===== src/rtl/serial_deframer.sv =====
// serial_deframer: collects a framed serial bit stream into M-bit words on a valid/ready output register.
// Optional odd-parity bit per frame is enabled by defining SERIAL_DEFRAMER_PARITY_EN.
module serial_deframer #(
    parameter int M         = 2,
    parameter bit MSB_FIRST = 1
) (
    input  logic         clock,
    input  logic         reset,
    input  logic         d,
    input  logic         d_valid,
    input  logic         sof,
    output logic [M-1:0] q,
    output logic         q_valid,
    input  logic         q_ready,
    output logic         busy,
    output logic         frame_err,
    output logic         overflow,
    output logic         parity_err
);
    localparam int IW = (M > 2) ? $clog2(M) : 1;

`ifdef SERIAL_DEFRAMER_PARITY_EN
    typedef enum logic [1:0] {IDLE, SHIFT, PARITY} state_t;
`else
    typedef enum logic {IDLE, SHIFT} state_t;
`endif

    state_t        state;
    logic          bits [0:M-1];
    logic [IW-1:0] count;
    logic [M-1:0]  word;
    logic          complete;

    assign busy = (state != IDLE);

    // Mapped word including the bit arriving this cycle, and the frame-complete strobe
    always_comb begin
        word = '0;
        for (int i = 0; i < M; i++)
            word[MSB_FIRST ? M-1-i : i] = (state == SHIFT && count == IW'(i)) ? d : bits[i];
`ifdef SERIAL_DEFRAMER_PARITY_EN
        complete = d_valid && !sof && state == PARITY;
`else
        complete = d_valid && !sof && state == SHIFT && count == IW'(M-1);
`endif
    end

`ifndef SERIAL_DEFRAMER_PARITY_EN
    assign parity_err = 1'b0;
`endif

    // Frame FSM, bit storage and output register with valid/ready handshake
    always_ff @(posedge clock) begin
        if (reset) begin
            state     <= IDLE;
            count     <= '0;
            q         <= '0;
            q_valid   <= 1'b0;
            frame_err <= 1'b0;
            overflow  <= 1'b0;
`ifdef SERIAL_DEFRAMER_PARITY_EN
            parity_err <= 1'b0;
`endif
        end else begin
            frame_err <= d_valid && sof && state != IDLE;
            overflow  <= 1'b0;
            if (q_valid && q_ready)
                q_valid <= 1'b0;
            if (d_valid) begin
                if (sof) begin
                    bits[0] <= d;
                    count   <= IW'(1);
                    state   <= SHIFT;
                end else if (state == SHIFT) begin
                    bits[count] <= d;
                    count       <= count + IW'(1);
                    if (count == IW'(M-1))
`ifdef SERIAL_DEFRAMER_PARITY_EN
                        state <= PARITY;
                end else if (state == PARITY) begin
                    state <= IDLE;
`else
                        state <= IDLE;
`endif
                end
            end
            if (complete) begin
                if (!q_valid || q_ready) begin
                    q       <= word;
                    q_valid <= 1'b1;
`ifdef SERIAL_DEFRAMER_PARITY_EN
                    parity_err <= ~(^word ^ d);
`endif
                end else begin
                    overflow <= 1'b1;
                end
            end
        end
    end
endmodule


===== config.mk =====
export PLATFORM = sky130hd
export DESIGN_NAME = serial_deframer
export DESIGN_NICKNAME = d
export VERILOG_FILES = /design/src/rtl/serial_deframer.sv
export SDC_FILE = /design/constraint.sdc
export NUM_CORES = 1
export LEC_CHECK = 0
export BUFFER_PORTS_ARGS = -buffer_cell sky130_fd_sc_hd__buf_2
export CAP_MARGIN = 20
export CELL_PAD_IN_SITES_DETAIL_PLACEMENT = 1
export CELL_PAD_IN_SITES_GLOBAL_PLACEMENT = 2
export CORE_AREA = 2 2 39 41
export CTS_BUF_LIST = sky130_fd_sc_hd__clkbuf_8
export DETAILED_ROUTE_END_ITERATION = 10
export DIE_AREA = 0 0 41 43
export HOLD_SLACK_MARGIN = 0.12
export PLACE_DENSITY = 0.72
export SYNTH_ARGS = -nofsm -noshare
export SYNTH_HDL_FRONTEND = slang
export SYNTH_SLANG_ARGS = --single-unit

===== constraint.sdc =====
create_clock -name clock -period 1.9 [get_ports clock]
set_input_delay 0.475 -clock clock [delete_from_list [all_inputs] [get_ports clock]]
set_output_delay 0.475 -clock clock [all_outputs]
set_load 0.05 [all_outputs]

Word level (Yosys, flattened, before mapping)
Memories as Yosys holds them, arrays and structs flattened. A register that Yosys moved wholly into a read port is not among the register bits.
Cells that the tools add are included.

word-level totals
  register bits after elaboration = 5
  bits in writable memories = 2
  bits of input ports = 6
  output and inout port bits = 7
  word-level logic and storage cells = 43
  memories = 1

memories
  name  depth  bits a word  read ports  clocked after Yosys merged registers in  wr ports  line  text
  bits  2      1            2           2                                        1         29    logic bits [0:M-1];

operators by class
  $add $sub $neg = 1
  mux-type cells = 21
  bitwise gates (word level) = 1
  reduce and logical (&&, ||, !) cells = 14

operators by type and width
  kind                 number
  $mux 1               21
  $logic_and 1x1->1    6
  $reduce_and 2->1     2
  $logic_not 1->1      2
  $reduce_bool 2->1    1
  $reduce_or 2->1      1
  $add 1x1->1 const B  1
  $logic_or 1x1->1     1
  $not 1->1            1
  $reduce_or 1->1      1

Longest topological paths before layout
Gate-level depths: netlist of run 1.

  depth after elaboration = 7
  depth in mapped cells = 4

Worst setup path after synthesis of run 1
Ideal clock, no wire load.

  path type = reg2reg
  start = register state (netlist: busy)
  end = memory bits[0]
  setup time = 0.121 ns
  arrival = 1.232 ns
  required time = 1.779 ns
  slack = 0.547 ns
  stages on the path, launching flop included = 4
  clock period less this slack = 1.353 ns
  path through = dfxtp_1 nor2b_1 o21ai_1 mux2_4

between the ends
  longest elaborated chain between the ends = 7
  elaborated cells on any way between the ends = 8
  those cells by class = 7 x mux; 1 x reduce/logical

RTL lines
  element                           line  text
  start, declared                   28    state_t state;
  start signal, assigned            55    state <= IDLE;
  start signal, assigned            73    state <= SHIFT;
  start signal, assigned            83    state <= IDLE;
  $mux 1 (*)                        74    end else if (state == SHIFT) begin
  $mux 1 (*)                        70    if (sof) begin
  $mux 1 (*)                        69    if (d_valid) begin
  $mux 1 (*)                        54    if (reset) begin
  $mux 1 (not written as such) (*)  75    bits[count] <= d;
  $reduce_or 1->1 (no source line)  n/a
  $mux 1 (no source line)           n/a
  end, declared                     29

Mark *: on every way between the ends. The rest lies on a longest branch, timed or not.

Worst setup path after layout of run 1
  start = register state (netlist: busy)
  end = output busy

RTL lines
  element        line  text
  end, declared  15    output logic busy,

No word-level cell between the ends.

==> flow_metrics.tcl, run 1 <==
set metrics [dict create \
    grt.total_usage_pct 8.53 \
    antenna_found_initial 0 \
    synth_top_area_share_pct 48.1 \
    place_hpwl_um 451 \
    wl_per_cell_um 10.1 \
    ant_nets 0 \
    synthesis.area_um2 333 \
    crit_fanout 5 \
    core_area_mm2 0.00138 \
    die_area_mm2 0.00176 \
    cts_tree "yes" \
    yosys.area.top_type "dfxtp_1" \
    drc 0 \
    grt-busiest-layer "met2" \
    fp.dieH_um 43 \
    total_power_mw 0.426 \
    grt_use_met1_pct 9.97 \
    fin_skew_ns 0.000447 \
    pwr-share-clk_pct 46.6 \
    area_delta_synth_final_pct 31.2 \
    synth_top_flop_cell "dfxtp_1" \
    synthTopCellsByArea "dfxtp_1 48%, nand2b_1 11%, mux2i_1 6.0%, mux2_4 4.5%, nand4b_2 4.5%" \
    pre_cts_ws_ns 0.576 \
    globalplace.congestion 0.587 \
    swShare_pct 21.7 \
    maxCapViolations 0 \
    mappedNetlistNets 40 \
    num_antenna_cells 0 \
    synthMostInstantiatedCell "dfxtp_1" \
    power_frac_seq_pct 43.1 \
    grtUsageMet2_pct 11.3 \
    io_pins 13 \
    worst-path-buf-inv 1 \
    viasPerCell 4.16 \
    start_kind "register" \
    htreeDepth 1 \
    hold_viol 0 \
    fin_ws_ns 0.500 \
    combPwrFrac_pct 10.3 \
    worstSetupEndpointType "output pin" \
    rows 14 \
    fp.dieW_um 41 \
    netlist_instances 34 \
    crit_chain "buf_2" \
    critPathMaxStageDelay_ns 0.40 \
    synth_commonest_cells "8 x dfxtp_1, 6 x nand2b_1" \
    power_density_mw_per_mm2 976 \
    cp_top_family "flip-flops" \
    rsz0062_at_grt "no" \
    grt_pass1_vias 254 \
    port_buffers 11 \
    status "complete, no violations" \
    power_leakage_nw 0.210 \
    ys_types 18 \
    synthArstFlopShare_pct 0 \
    slowest_stage "dfxtp_1" \
    cp.arrival_ns 0.92 \
    drive_gt1_share_pct 37.0 \
    globalRouteMet3Util_pct 4.71 \
    cts_setup_buffers 0 \
    clkLatencyLatePin_ns 0.22 \
    setup_violations 0 \
    grt_max_degree 10 \
    fin_tns_setup_ns 0 \
    cts_sinks 8 \
    synth-seq-area-share_pct 48.1 \
    fmax_mhz 714 \
    initial_core_util_pct 24.1 \
    wl_um 628 \
    ir_drop_mv 0.282 \
    drt_first_pass_iters 2 \
    path_clk_slew_ns 0.04 \
    ctsResizeCount 0 \
    grt_pass1_wl_um 945 \
    clockBufferDepth 2 \
    required_ns 1.42 \
    vias 258 \
    cts_hold_buf 0 \
    synth_edf_count 0 \
    timing.final.crit_period_ns 1.40 \
    synth-seq-cells 8 \
    fillers 165 \
    yosys_warnings 0 \
    globalRouteOverflowTotal 0 \
    cts_buffers 3 \
    num-nets-final 54 \
    min_path_type "reg2reg" \
    finalCritPeriodShare_pct 73.7 \
    drv_slew 0 \
    power.switching_mw 0.0926 \
    clockRootBuffer "clkbuf_8" \
    initialDrtViolationCount 1 \
    crit_type "reg2out" \
    syn_avg_cell_area_um2 9.79 \
    power.internal_mw 0.333 \
]
==> cell type report <==
type	count	area [um2]	area share (%)
multi-input combinational	23	156	35.8
clock buffer	3	41.3	9.46
timing repair buffer	11	55.1	12.6
tap	16	20.0	4.58
inverter	1	3.75	0.860
sequential	8	160	36.7
==> power by group through the flow <==
| stage | Clock, mW | Combinational [mW] | Sequential [mW] |
|---|---|---|---|
| 2_1_floorplan | 0 | 0.0268 | 0.193 |
| 3_3_place_gp | 0 | 0.0438 | 0.187 |
| 3_5_place_dp | 0 | 0.0441 | 0.187 |
| 4_1_cts | 0.209 | 0.0444 | 0.184 |
| 5_1_grt | 0.217 | 0.0484 | 0.185 |
| 6_report | 0.198 | 0.0440 | 0.184 |
==> cells in the final DEF, fill, tap and decap left out, types with 2 or more instances in the layout <==
master,n
nor2_1,2
nor2b_1,2
mux2i_1,2
dfxtp_1,8
buf_2,11
nor3_1,2
clkbuf_8,3
nand2b_1,6
==> registers in the layout (all words and copies together), names as in the netlist <==
register,count
q,2
bits,1
busy,1
count,1
frame_err,1
overflow,1
q_valid,1
==> path summary, 6_finish.rpt <==
| path | startpoint | cells after the start | end | slack [ns] |
|---|---|---|---|---|
| max | busy$_SDFFE_PP0P_ | 1 | busy | 0.50 |
| min | q[1]$_SDFFE_PP0P_ | 2 | q[1]$_SDFFE_PP0P_ | 0.47 |
| max reg2reg | busy$_SDFFE_PP0P_ | 3 | bits[0]$_DFF_P_ | 0.79 |
| min reg2reg | q[1]$_SDFFE_PP0P_ | 2 | q[1]$_SDFFE_PP0P_ | 0.47 |
==> logic make-up after synthesis <==
family	Yosys count	share of synthesized area, %
and+or+nand+nor	15	28.6
muxes	3	10.5
AOI/OAI and AO/OA	4	6.76
buffers and inverters	3	4.89
DFF	8	48.1
other	1	1.13
==> tightest hold or removal path: cells and delay by family, from the launching register on <==
kind	cells	cell delay [ns]
DFF	1	0.30
muxes	1	0.06
and+or+nand+nor	1	0.06
==> per-stage QoR <==
stage | utilization [%] | area [um2] | instances | hold slack [ns]
after global placement | 28.6 | 395 | 59 | 0.458
after detailed placement | 28.6 | 395 | 59 | 0.466
after CTS | 31.6 | 437 | 62 | 0.479
after global routing | 31.6 | 437 | 62 | 0.500
after floorplan | - | 333 | 34 | 0.451
final | 31.6 | 437 | 62 | 0.470
==> metal layers <==
metal  up-vias  wire length [um]  share of wire (%)
li1        134                 -                  -
met1       114               315                 50
met2        10               261                 42
met3         0                50                8.0
met4         0                 0                  0
met5         -                 0                  0
Power figures use the tool's default switching activity.
==> run 2, diff against run 1 <==
- ABC_AREA: not set -> 1
- CORE_AREA: 2 2 39 41 -> 2 2 43 45
- DIE_AREA: 0 0 41 43 -> 0 0 45 47
- PLACE_DENSITY: 0.72 -> 0.71
- clock period: 1.9 -> 1.17 ns (I/O delays scaled with it)
==> flow_metrics.tcl, run 2 <==
set metrics [dict create \
    status "complete, no violations" \
    wl_met1_um 354 \
    hold_viol 0 \
    required_ns 0.88 \
    vias 332 \
    viasPerCell 4.20 \
    clockRootBuffer "clkbuf_8" \
    yosys_warnings 0 \
    clkLatencyLatePin_ns 0.23 \
    synth_edf_count 0 \
    postLayoutCoreUtil_pct 29.2 \
    port_buffers 11 \
    cp.arrival_ns 0.82 \
    ctsResizeCount 0 \
    cts_tree "yes" \
    finalNonFillerCells 79 \
    maxCapViolations 0 \
    power_leakage_nw 0.239 \
    netlist_instances 48 \
    min_path_cells 2 \
    crit_fanout 2 \
    crit_type "reg2out" \
    rr_worst_depth 7 \
    fmax_mhz 896 \
    fp.dieH_um 47 \
    ir_drop_mv 0.430 \
    globalRouteOverflowTotal 0 \
    clockBufferDepth 2 \
    antenna_found_initial 0 \
    worst-path-buf-inv 1 \
    dr_wl_met2_um 315 \
    cp_top_family "flip-flops" \
    synth_commonest_cells "10 x nand2_1, 9 x dfxtp_1, 8 x inv_1" \
    mappedNetlistNets 54 \
    path_clk_slew_ns 0.05 \
    drc 0 \
    cts_hold_buf 0 \
    drv_slew 0 \
    drt_first_pass_iters 3 \
    power.switching_mw 0.190 \
    rsz0062_at_grt "no" \
    crit_chain "buf_2" \
    fin_tns_setup_ns 0 \
    power.internal_mw 0.582 \
    min_path_type "in2reg" \
    place_hpwl_um 558 \
    hp-start "d_valid" \
    synthMostInstantiatedCell "nand2_1" \
    cts_setup_buffers 0 \
    ant_nets 0 \
    setup_violations 0 \
    reg2reg_to "q[1]$_SDFFE_PP0P_" \
    num-nets-final 69 \
    power_frac_seq_pct 43.9 \
    fin_skew_ns 0.000986 \
    drive_gt1_share_pct 35.5 \
    pwr-share-clk_pct 45.5 \
    worstSetupEndpointType "output pin" \
    grt_pass1_wl_mm 1.23 \
    ys_types 14 \
    cts_buffers 3 \
    synth_top_flop_cell "dfxtp_1" \
    finalCritPeriodShare_pct 95.4 \
    htreeDepth 1 \
    initialDrtViolationCount 5 \
    start_kind "register" \
    grt.total_usage_pct 8.38 \
    timing.final.crit_period_ns 1.12 \
    cts_sinks 9 \
    top_layer "met3" \
    rr_startpoint "busy$_SDFFE_PP0P_" \
    num_antenna_cells 0 \
    grt_max_degree 7 \
    io_pins 13 \
    synth-seq-cells 9 \
    placement.cell_area_um2 438 \
    slowest_stage "dfxtp_1" \
    syn_avg_cell_area_um2 7.64 \
    fillers 213 \
    layout_commonest_cell "buf_2" \
    core_area_mm2 0.00165 \
    wl_um 715 \
    power_density_mw_per_mm2 1600 \
    synthArstFlopShare_pct 0 \
    globalplace.congestion 0.708 \
    wl_met3_um 45 \
    initial_core_util_pct 22.2 \
    swShare_pct 24.6 \
    synth_top_area_share_pct 49.1 \
    critPathMaxStageDelay_ns 0.33 \
    fp.dieW_um 45 \
    yosys.area.top_type "dfxtp_1" \
    final_cell_area_um2 483 \
    combPwrFrac_pct 10.6 \
    area_delta_synth_final_pct 31.7 \
    synthesis.area_um2 367 \
    wl_per_cell_um 9.05 \
    synth-seq-area-share_pct 49.1 \
    rrSetupSlack_ns 0.20 \
    rows 15 \
    final_cell_mix "11 x buf_2, 10 x nand2_1, 9 x inv_1" \
    synthTopCellsByArea "dfxtp_1 49%, nand2_1 10%, inv_1 8.2%, nand2_2 6.8%, nand3_1 4.1%" \
    die_area_mm2 0.00212 \
    holdPathEnd "busy$_SDFFE_PP0P_" \
    grt_pass1_vias 310 \
    dp_cells 75 \
    top_regs "bits x2, q x2" \
]
## run 2: layer usage
| layer | vias to the layer above | global-route usage [%] |
|---|---|---|
| li1 | 173 | - |
| met5 | - | 0 |
| met2 | 10 | 11.4 |
| met3 | 0 | 2.31 |
| met4 | 0 | 7.06 |
| met1 | 149 | 10.9 |
## run 2: worst max path at each step
stage,from,end,slack [ns],depth (start not counted)
5_1_grt,q[0]$_SDFFE_PP0P_,q[0],0.02,1
4_1_cts,busy$_SDFFE_PP0P_,busy,0.05,1
3_3_place_gp,reset,q[1]$_SDFFE_PP0P_,0.08,7
6_report,q[1]$_SDFFE_PP0P_,q[1],0.05,1
3_5_place_dp,reset,q[1]$_SDFFE_PP0P_,0.08,7
2_1_floorplan,busy$_SDFFE_PP0P_,q[0]$_SDFFE_PP0P_,0.05,7
## run 2: logic make-up (layout without fill, tap and decap cells)
| group | Yosys count | in the layout | synth area share [%] |
|---|---|---|---|
| and+or+nand+nor | 23 | 23 | 31.7 |
| buffers and inverters | 10 | 24 | 11.3 |
| DFF | 9 | 9 | 49.1 |
| AOI/OAI and AO/OA | 5 | 5 | 6.82 |
| other | 1 | 1 | 1.02 |
## run 2: power groups by stage
stage / Combinational [mW] / Clock (mW) / Sequential, mW
2_1_floorplan: 0.0447 / 0 / 0.361
3_3_place_gp: 0.0827 / 0 / 0.344
3_5_place_dp: 0.0829 / 0 / 0.345
4_1_cts: 0.0837 / 0.365 / 0.339
5_1_grt: 0.0924 / 0.384 / 0.340
6_report: 0.0820 / 0.351 / 0.339
## run 2: metrics by stage
stage	power (mW)	setup slack, ns	hold slack (ns)
after global routing	0.817	0.0241	0.316
after global placement	0.427	0.0791	0.432
final	0.772	0.0538	0.293
after floorplan	0.405	0.0480	0.396
after detailed placement	0.428	0.0822	0.447
after CTS	0.787	0.0472	0.293
## run 2: area by class of cell
cell class                 instances  area [um2]  area share [%]
sequential                         9         183            37.8
multi-input combinational         29         145            30.1
timing repair buffer              11        55.1            11.4
clock buffer                       3        41.3            8.55
inverter                           9        33.8            6.99
tap                               17        21.3            4.40
clock inverter                     1        3.75           0.777
